[src/rtl/nested_loop_seq.sv]
// -----------------------------------------------------------------------------
// nested_loop_seq
//
// Nested-loop sequencer for a datapath. A host first holds `load` (LOAD phase,
// all write channels enabled), then issues `start` from ARMED. The run sweeps
// an outer index i = 0..i_max and, for each i, an inner index j = 0..j_max.
// Bounds and the write mask are captured on start, so the host may change them
// freely while the run is in progress.
//
// Per outer pass the sequencer spends one cycle in INIT (inner reset), j_max+1
// cycles in INNER (datapath body) and one cycle in OUTER (inner reset, outer
// step). A completed run ends with a single DONE cycle that pulses `done`.
//
// Ports
//   clk_in   in   clock
//   reset    in   synchronous active-high reset
//   load     in   host load request
//   start    in   run request (honoured in ARMED only)
//   abort    in   cancel a run (honoured in INIT/INNER/OUTER only)
//   i_max    in   last outer index, captured on start
//   j_max    in   last inner index, captured on start
//   wr_mask  in   write-channel enables for the run, captured on start
//   i        out  current outer index
//   j        out  current inner index
//   reset_j  out  inner-reset strobe (INIT and OUTER)
//   en       out  registered clock enable, high while in INIT or INNER
//   clk      out  gated datapath clock
//   wr       out  write enables
//   busy     out  run in progress
//   done     out  one-cycle run-complete pulse
// -----------------------------------------------------------------------------
module nested_loop_seq #(
    parameter int I_W  = 4,
    parameter int J_W  = 3,
    parameter int N_WR = 2
) (
    input  logic            clk_in,
    input  logic            reset,
    input  logic            load,
    input  logic            start,
    input  logic            abort,
    input  logic [I_W-1:0]  i_max,
    input  logic [J_W-1:0]  j_max,
    input  logic [N_WR-1:0] wr_mask,
    output logic [I_W-1:0]  i,
    output logic [J_W-1:0]  j,
    output logic            reset_j,
    output logic            en,
    output logic            clk,
    output logic [N_WR-1:0] wr,
    output logic            busy,
    output logic            done
);

    typedef enum logic [2:0] {
        S_IDLE  = 3'd0,
        S_LOAD  = 3'd1,
        S_ARMED = 3'd2,
        S_INIT  = 3'd3,
        S_INNER = 3'd4,
        S_OUTER = 3'd5,
        S_DONE  = 3'd6
    } state_t;

    state_t          state_q, state_d;
    logic [I_W-1:0]  i_q, i_d;
    logic [J_W-1:0]  j_q, j_d;
    logic [I_W-1:0]  i_max_q, i_max_d;
    logic [J_W-1:0]  j_max_q, j_max_d;
    logic [N_WR-1:0] wr_mask_q, wr_mask_d;
    logic            en_q;
    logic            en_latch_q;
    logic            in_run;

    assign in_run = (state_q == S_INIT) || (state_q == S_INNER) || (state_q == S_OUTER);

    // ------------------------------------------------------------------ state register
    always_ff @(posedge clk_in) begin
        if (reset) begin
            state_q   <= S_IDLE;
            i_q       <= '0;
            j_q       <= '0;
            i_max_q   <= '0;
            j_max_q   <= '0;
            wr_mask_q <= '0;
            en_q      <= 1'b0;
        end else begin
            state_q   <= state_d;
            i_q       <= i_d;
            j_q       <= j_d;
            i_max_q   <= i_max_d;
            j_max_q   <= j_max_d;
            wr_mask_q <= wr_mask_d;
            // en is decoded from the next state so it is already high during
            // the first INIT cycle and drops in the cycle after the last INNER.
            en_q      <= (state_d == S_INIT) || (state_d == S_INNER);
        end
    end

    // ------------------------------------------------------------------ next-state decode
    always_comb begin
        state_d = state_q;
        case (state_q)
            S_IDLE:  if (load) state_d = S_LOAD;
            S_LOAD:  if (!load) state_d = S_ARMED;
            S_ARMED: begin
                if (load)       state_d = S_LOAD;
                else if (start) state_d = S_INIT;
            end
            S_INIT:  state_d = S_INNER;
            S_INNER: if (j_q == j_max_q) state_d = S_OUTER;
            S_OUTER: state_d = (i_q == i_max_q) ? S_DONE : S_INIT;
            S_DONE:  state_d = S_IDLE;
            default: state_d = S_IDLE;
        endcase
        // Abort wins over every other transition, but only inside a run.
        if (abort && in_run) state_d = S_IDLE;
    end

    // ------------------------------------------------------------------ counters and capture
    always_comb begin
        i_d       = i_q;
        j_d       = j_q;
        i_max_d   = i_max_q;
        j_max_d   = j_max_q;
        wr_mask_d = wr_mask_q;
        case (state_q)
            S_ARMED: begin
                if (!load && start) begin
                    i_max_d   = i_max;
                    j_max_d   = j_max;
                    wr_mask_d = wr_mask;
                    i_d       = '0;
                end
            end
            S_INIT:  j_d = '0;
            // Bound compare precedes the increment, so neither counter wraps.
            S_INNER: if (j_q != j_max_q) j_d = j_q + J_W'(1);
            S_OUTER: if (i_q != i_max_q) i_d = i_q + I_W'(1);
            default: ;
        endcase
        if (abort && in_run) begin
            i_d = '0;
            j_d = '0;
        end
    end

    // ------------------------------------------------------------------ output decode
    always_comb begin
        wr      = '0;
        reset_j = 1'b0;
        busy    = 1'b0;
        done    = 1'b0;
        case (state_q)
            S_LOAD:  wr = '1;
            S_INIT: begin
                reset_j = 1'b1;
                wr      = wr_mask_q;
                busy    = 1'b1;
            end
            S_INNER: begin
                wr   = wr_mask_q;
                busy = 1'b1;
            end
            S_OUTER: begin
                reset_j = 1'b1;
                wr      = wr_mask_q;
                busy    = 1'b1;
            end
            S_DONE:  done = 1'b1;
            default: ;
        endcase
    end

    // ------------------------------------------------------------------ glitch-free gate
    // The enable is only allowed to change while clk_in is low, so the AND
    // below can never produce a shortened high pulse.
    always_latch begin
        if (!clk_in) en_latch_q <= en_q;
    end

    assign clk = clk_in & en_latch_q;
    assign en  = en_q;
    assign i   = i_q;
    assign j   = j_q;

endmodule

[config.mk]
export PLATFORM = sky130hd
export DESIGN_NAME = nested_loop_seq
export DESIGN_NICKNAME = d
export VERILOG_FILES = /design/src/rtl/nested_loop_seq.sv
export SDC_FILE = /design/constraint.sdc
export NUM_CORES = 1
export LEC_CHECK = 0
export ABC_AREA = 1
export ABC_CLOCK_PERIOD_IN_PS = 2600
export CELL_PAD_IN_SITES_DETAIL_PLACEMENT = 1
export CELL_PAD_IN_SITES_GLOBAL_PLACEMENT = 1
export CORE_MARGIN = 2
export CORE_UTILIZATION = 35
export CTS_CLUSTER_SIZE = 8
export DETAILED_ROUTE_END_ITERATION = 16
export GPL_ROUTABILITY_DRIVEN = 1
export PLACE_DENSITY = 0.84
export SLEW_MARGIN = 15
export SYNTH_ARGS = -nofsm -noshare
export SYNTH_HDL_FRONTEND = slang
export SYNTH_SLANG_ARGS = --single-unit
[constraint.sdc]
create_clock -name clk_in -period 2.6 [get_ports clk_in]
set_clock_uncertainty 0.1 [all_clocks]
set_input_delay 0.39 -clock clk_in [delete_from_list [all_inputs] [get_ports clk_in]]
set_output_delay 0.39 -clock clk_in [all_outputs]
set_load 0.02 [all_outputs]
-- Word-level counts from Yosys, hierarchy flattened
Cells that the tools add are included.
- latch bits: 1
- register bits after elaboration: 20
- input port bits: 14
- multiplexer cells: 18
- equal/unequal tests: 15
- bitwise gates (word level): 1
- $add $sub $neg: 2
- reductions and logical operators: 15
- operators with widths (kind ; count):
    3-bit 2-to-1 mux ; 8
    3-bit case mux with 6 select lines ; 1
    3-bit == test, second input constant ; 4
    3-bit by 2-bit == test with 1-bit output, second input constant ; 3
    4-bit 2-to-1 mux ; 2
    4-bit case mux with 2 select lines ; 1
    3-bit case mux with 2 select lines ; 1
    4-bit by 1-bit adder with 4-bit output, second input constant ; 1
    4-bit == test ; 1
    1-bit 2-to-1 mux ; 4
    2-bit by 1-bit != test with 1-bit output, second input constant ; 2
    4-bit != test ; 1
    2-bit case mux with 2 select lines ; 1
    2-bit AND reduction ; 2
    2-bit nonzero test ; 2
    2-bit OR reduction ; 2
    3-bit by 1-bit adder with 3-bit output, second input constant ; 1
    3-bit by 1-bit == test with 1-bit output, second input constant ; 1
    3-bit == test ; 1
    3-bit zero test ; 1
    1-bit logical OR ; 3
    3-bit != test ; 1
    3-bit AND reduction ; 1
    3-bit OR reduction ; 1
    4 further kinds ; 5

-- Depth between registers and ports, before layout
- depth in word-level cells: 7
- depth in mapped cells: 10

==> results.env <==
RUN_STATUS='finished with violations'
FAILED_CHECKS='negative setup slack'
DRT.ANTENNA.VIOLATING_NETS=0
POST_SYNTH.CELL_AREA_AVG_SQ_UM=6.53
DRT-VIAS-PER-INSTANCE=4.99
TOTAL_ITERATIONS_OF_THE_FIRST_DETAILED_ROUTING_RUN=4
TRITONCTS='done'
P_PER_AREA_mW_PER_MM2=442
POST-ROUTE-WORST-SETUP-SLACK_NS=-0.236
SYNTH_TOP_AREA_SHARE=0.369
P_LEAK_nW=0.680
SYNTH_MOST_COMMON_CELL='nand2_1'
POST-SYNTH-TOP-AREA-CELL='dfxtp_1'
TOT_PWR_W=0.000636
NUMPORTBUFFERS=27
GRT_MAX_DEGREE=19
SYNTH_FLOP_CELL='dfxtp_1'
FINAL_LAYOUT_SIZE_SUFFIX_GT1_FRAC=0.131
GROUTE.USAGE.OVERALL=0.195
GLOBALROUTEOVERFLOWTOTAL=0
SYNTH_ENABLE_FLOP_CELLS=0
TIMING.FINAL.SETUP_VIOLATIONS=2
DETAIL_ROUTE.WL_PER_CELL_UM=13.2
ROUTE.FINAL.WIRE_LENGTH_UM=3050
COREAREA_SQ_MM=0.00300
GRT_FIRST_PASS_WIRELENGTH_UM=5110
YS_SEQ_ELEMENTS=21
FIRST_GLOBAL_VIAS=1252
CTS.CLK_SLEW.WORST_PATHS_NS=0.11
DIE_WIDTH_UM=59.7
SYNTHTOPCELLSBYAREA='dfxtp_1, nand2_1, inv_1'
SYNTH_ASYNC_SR_FLOP_SHARE=0
ARRIVAL_NS=2.35
DESIGN.DIE.AREA_SQ_MM=0.00356
IO-PIN-COUNT=28
INITIAL_UTILIZATION=0.361
POST_SYNTH_INST_COUNT=166
ROW_COUNT=20
TIMING.FINAL.HOLD_VIOLATIONS=0
SYNTHTOLAYOUTAREAGROWTH_PCT=32.8
STARTPOINT_TYPE='latch'
MULTIINPUTGATEAREA_SQ_UM=556
INITIALDRTVIOLATIONCOUNT=28
DPL.HPWL_UM=2320
TIMING.CRITICAL_PATH.TO_TYPE='output port'
WORSTSETUPPATHTYPE='latch2out'
SYNTH_TOP_CELLS_BY_COUNT='nand2_1, inv_1, dfxtp_1'
FIN_SETUP_TNS_NS=-0.236
MAXSLEWVIOLCOUNT=0
GP_CONGESTION=0.839
NFILLCELLS=399
TOTAL_NETS_AFTER_SYNTHESIS=182
INSERTION_DELAY_NS=0.42
PEAKVDDDROP_V=0.000330
AREA.SEQUENTIAL_SQ_UM=418
MAX-SLEW-MARGIN-REL=0.758
WORST_EP_REQUIRED_TIME_NS=2.11
CP_MAX_FO=1
SYNTH.CELL_AREA_SQ_MM=0.00108
POSTCTSSETUPREPAIRBUFS=0
VIA_COUNT=1153
MAXCAPVIOLCOUNT=0
GRT_ANTENNA_BEFORE_REPAIR=0
WORST_PIN_SLEW_NS=0.363
DIEHEIGHT_UM=59.7
RSZ_0062_RAISED_AFTER_GLOBAL_ROUTING='yes'
INSERTEDDIODECOUNT=0
FINAL_NET_COUNT=215
SYNTH_WARNINGS=0
HP-CLASS='reg2latch'
DRC=0
SYNTHDISTINCTLIBCELLS=21
what timing repair did:
action / CTS / global route
hold endpoints to repair: 0 / 0
pin swaps: 0 / 0
endpoints found under the setup margin: 2 / 4
hold buffers: 0 / 0
gates resized for setup: 6 / 2
cell type report:
class | instances | share of cell area
clock buffers | 8 | 0.0417
inverters | 27 | 0.0704
clock inverters | 1 | 0.00261
flip-flops and latches | 21 | 0.290
multi-input cells | 115 | 0.386
well taps | 33 | 0.0287
repair buffers | 26 | 0.181
flip-flops by register name (all words and copies together) (netlist names):
name	flops
j	3
j_max_q	3
i	4
state_q	3
en_latch_q	1
wr_mask_q	2
en	1
i_max_q	4
layout by cell type, fill, tap and decap left out:
master,count
nand2_1,43
clkdlybuf4s50_1,26
inv_1,22
nor2_1,18
dfxtp_1,18
nand3_1,13
a21oi_1,13
o21ai_0,9
inv_2,6
clkbuf_4,6
nand3_2,4
nor2_2,3
nand2_2,3
o21ai_1,2
ha_1,2
dfxtp_2,2
nor3_1,1
xnor2_1,1
nor3_2,1
xor2_1,1
nand4_1,1
clkbuf_1,1
dlxtn_1,1
buf_6,1
kinds of logic after synthesis:
group / after synthesis / synth area share
AND/OR/NAND/NOR: 87 / 0.362
adder cells (fa/ha/maj): 2 / 0.0231
XOR/XNOR: 2 / 0.0162
latches: 1 / 0.0138
buffers and inverters: 30 / 0.105
flip-flops: 20 / 0.369
AO/OA/AOI/OAI: 24 / 0.111
metrics by stage:
| stage | setup WS (ns) | std cells | hold slack (ns) | util | instance area, sq um |
|---|---|---|---|---|---|
| floorplan | 0.265 | 166 | 0.344 | - | 1080 |
| global placement | -0.218 | 224 | 0.293 | 0.462 | 1390 |
| detailed placement | -0.221 | 224 | 0.299 | 0.462 | 1390 |
| CTS | -0.265 | 231 | 0.332 | 0.479 | 1440 |
| global route | -0.302 | 231 | 0.340 | 0.480 | 1440 |
| finish | -0.236 | 231 | 0.326 | 0.480 | 1440 |
where the power goes:
group	switching (W)	internal (W)	total, W
clock	0.000117	0.000113	0.000230
sequential	0.00000547	0.000323	0.000328
combinational	0.0000412	0.0000368	0.0000780
critical path, stage by stage (launching register included):
cell     delay (ns)
dlxtn_1        0.40
nand2_1        0.05
inv_1          0.06
buf_6          0.11
worst paths after layout:
kind / startpoint / to / slack [ns] / cells after the start
max: en_latch_q$_DLATCH_N_ / clk / -0.24 / 3
min: en$_SDFF_PP0_ / en_latch_q$_DLATCH_N_ / 0.33 / 0
max reg2reg: en$_SDFF_PP0_ / en_latch_q$_DLATCH_N_ / 0.86 / 0
min reg2reg: en$_SDFF_PP0_ / en_latch_q$_DLATCH_N_ / 0.33 / 0
layer usage:
metal	track usage	wire, um
met1	0.198	1300
met5	0	0
met3	0.0866	175
met2	0.348	1520
met4	0.0762	59
Note: power is estimated with default switching activity, not from simulation.
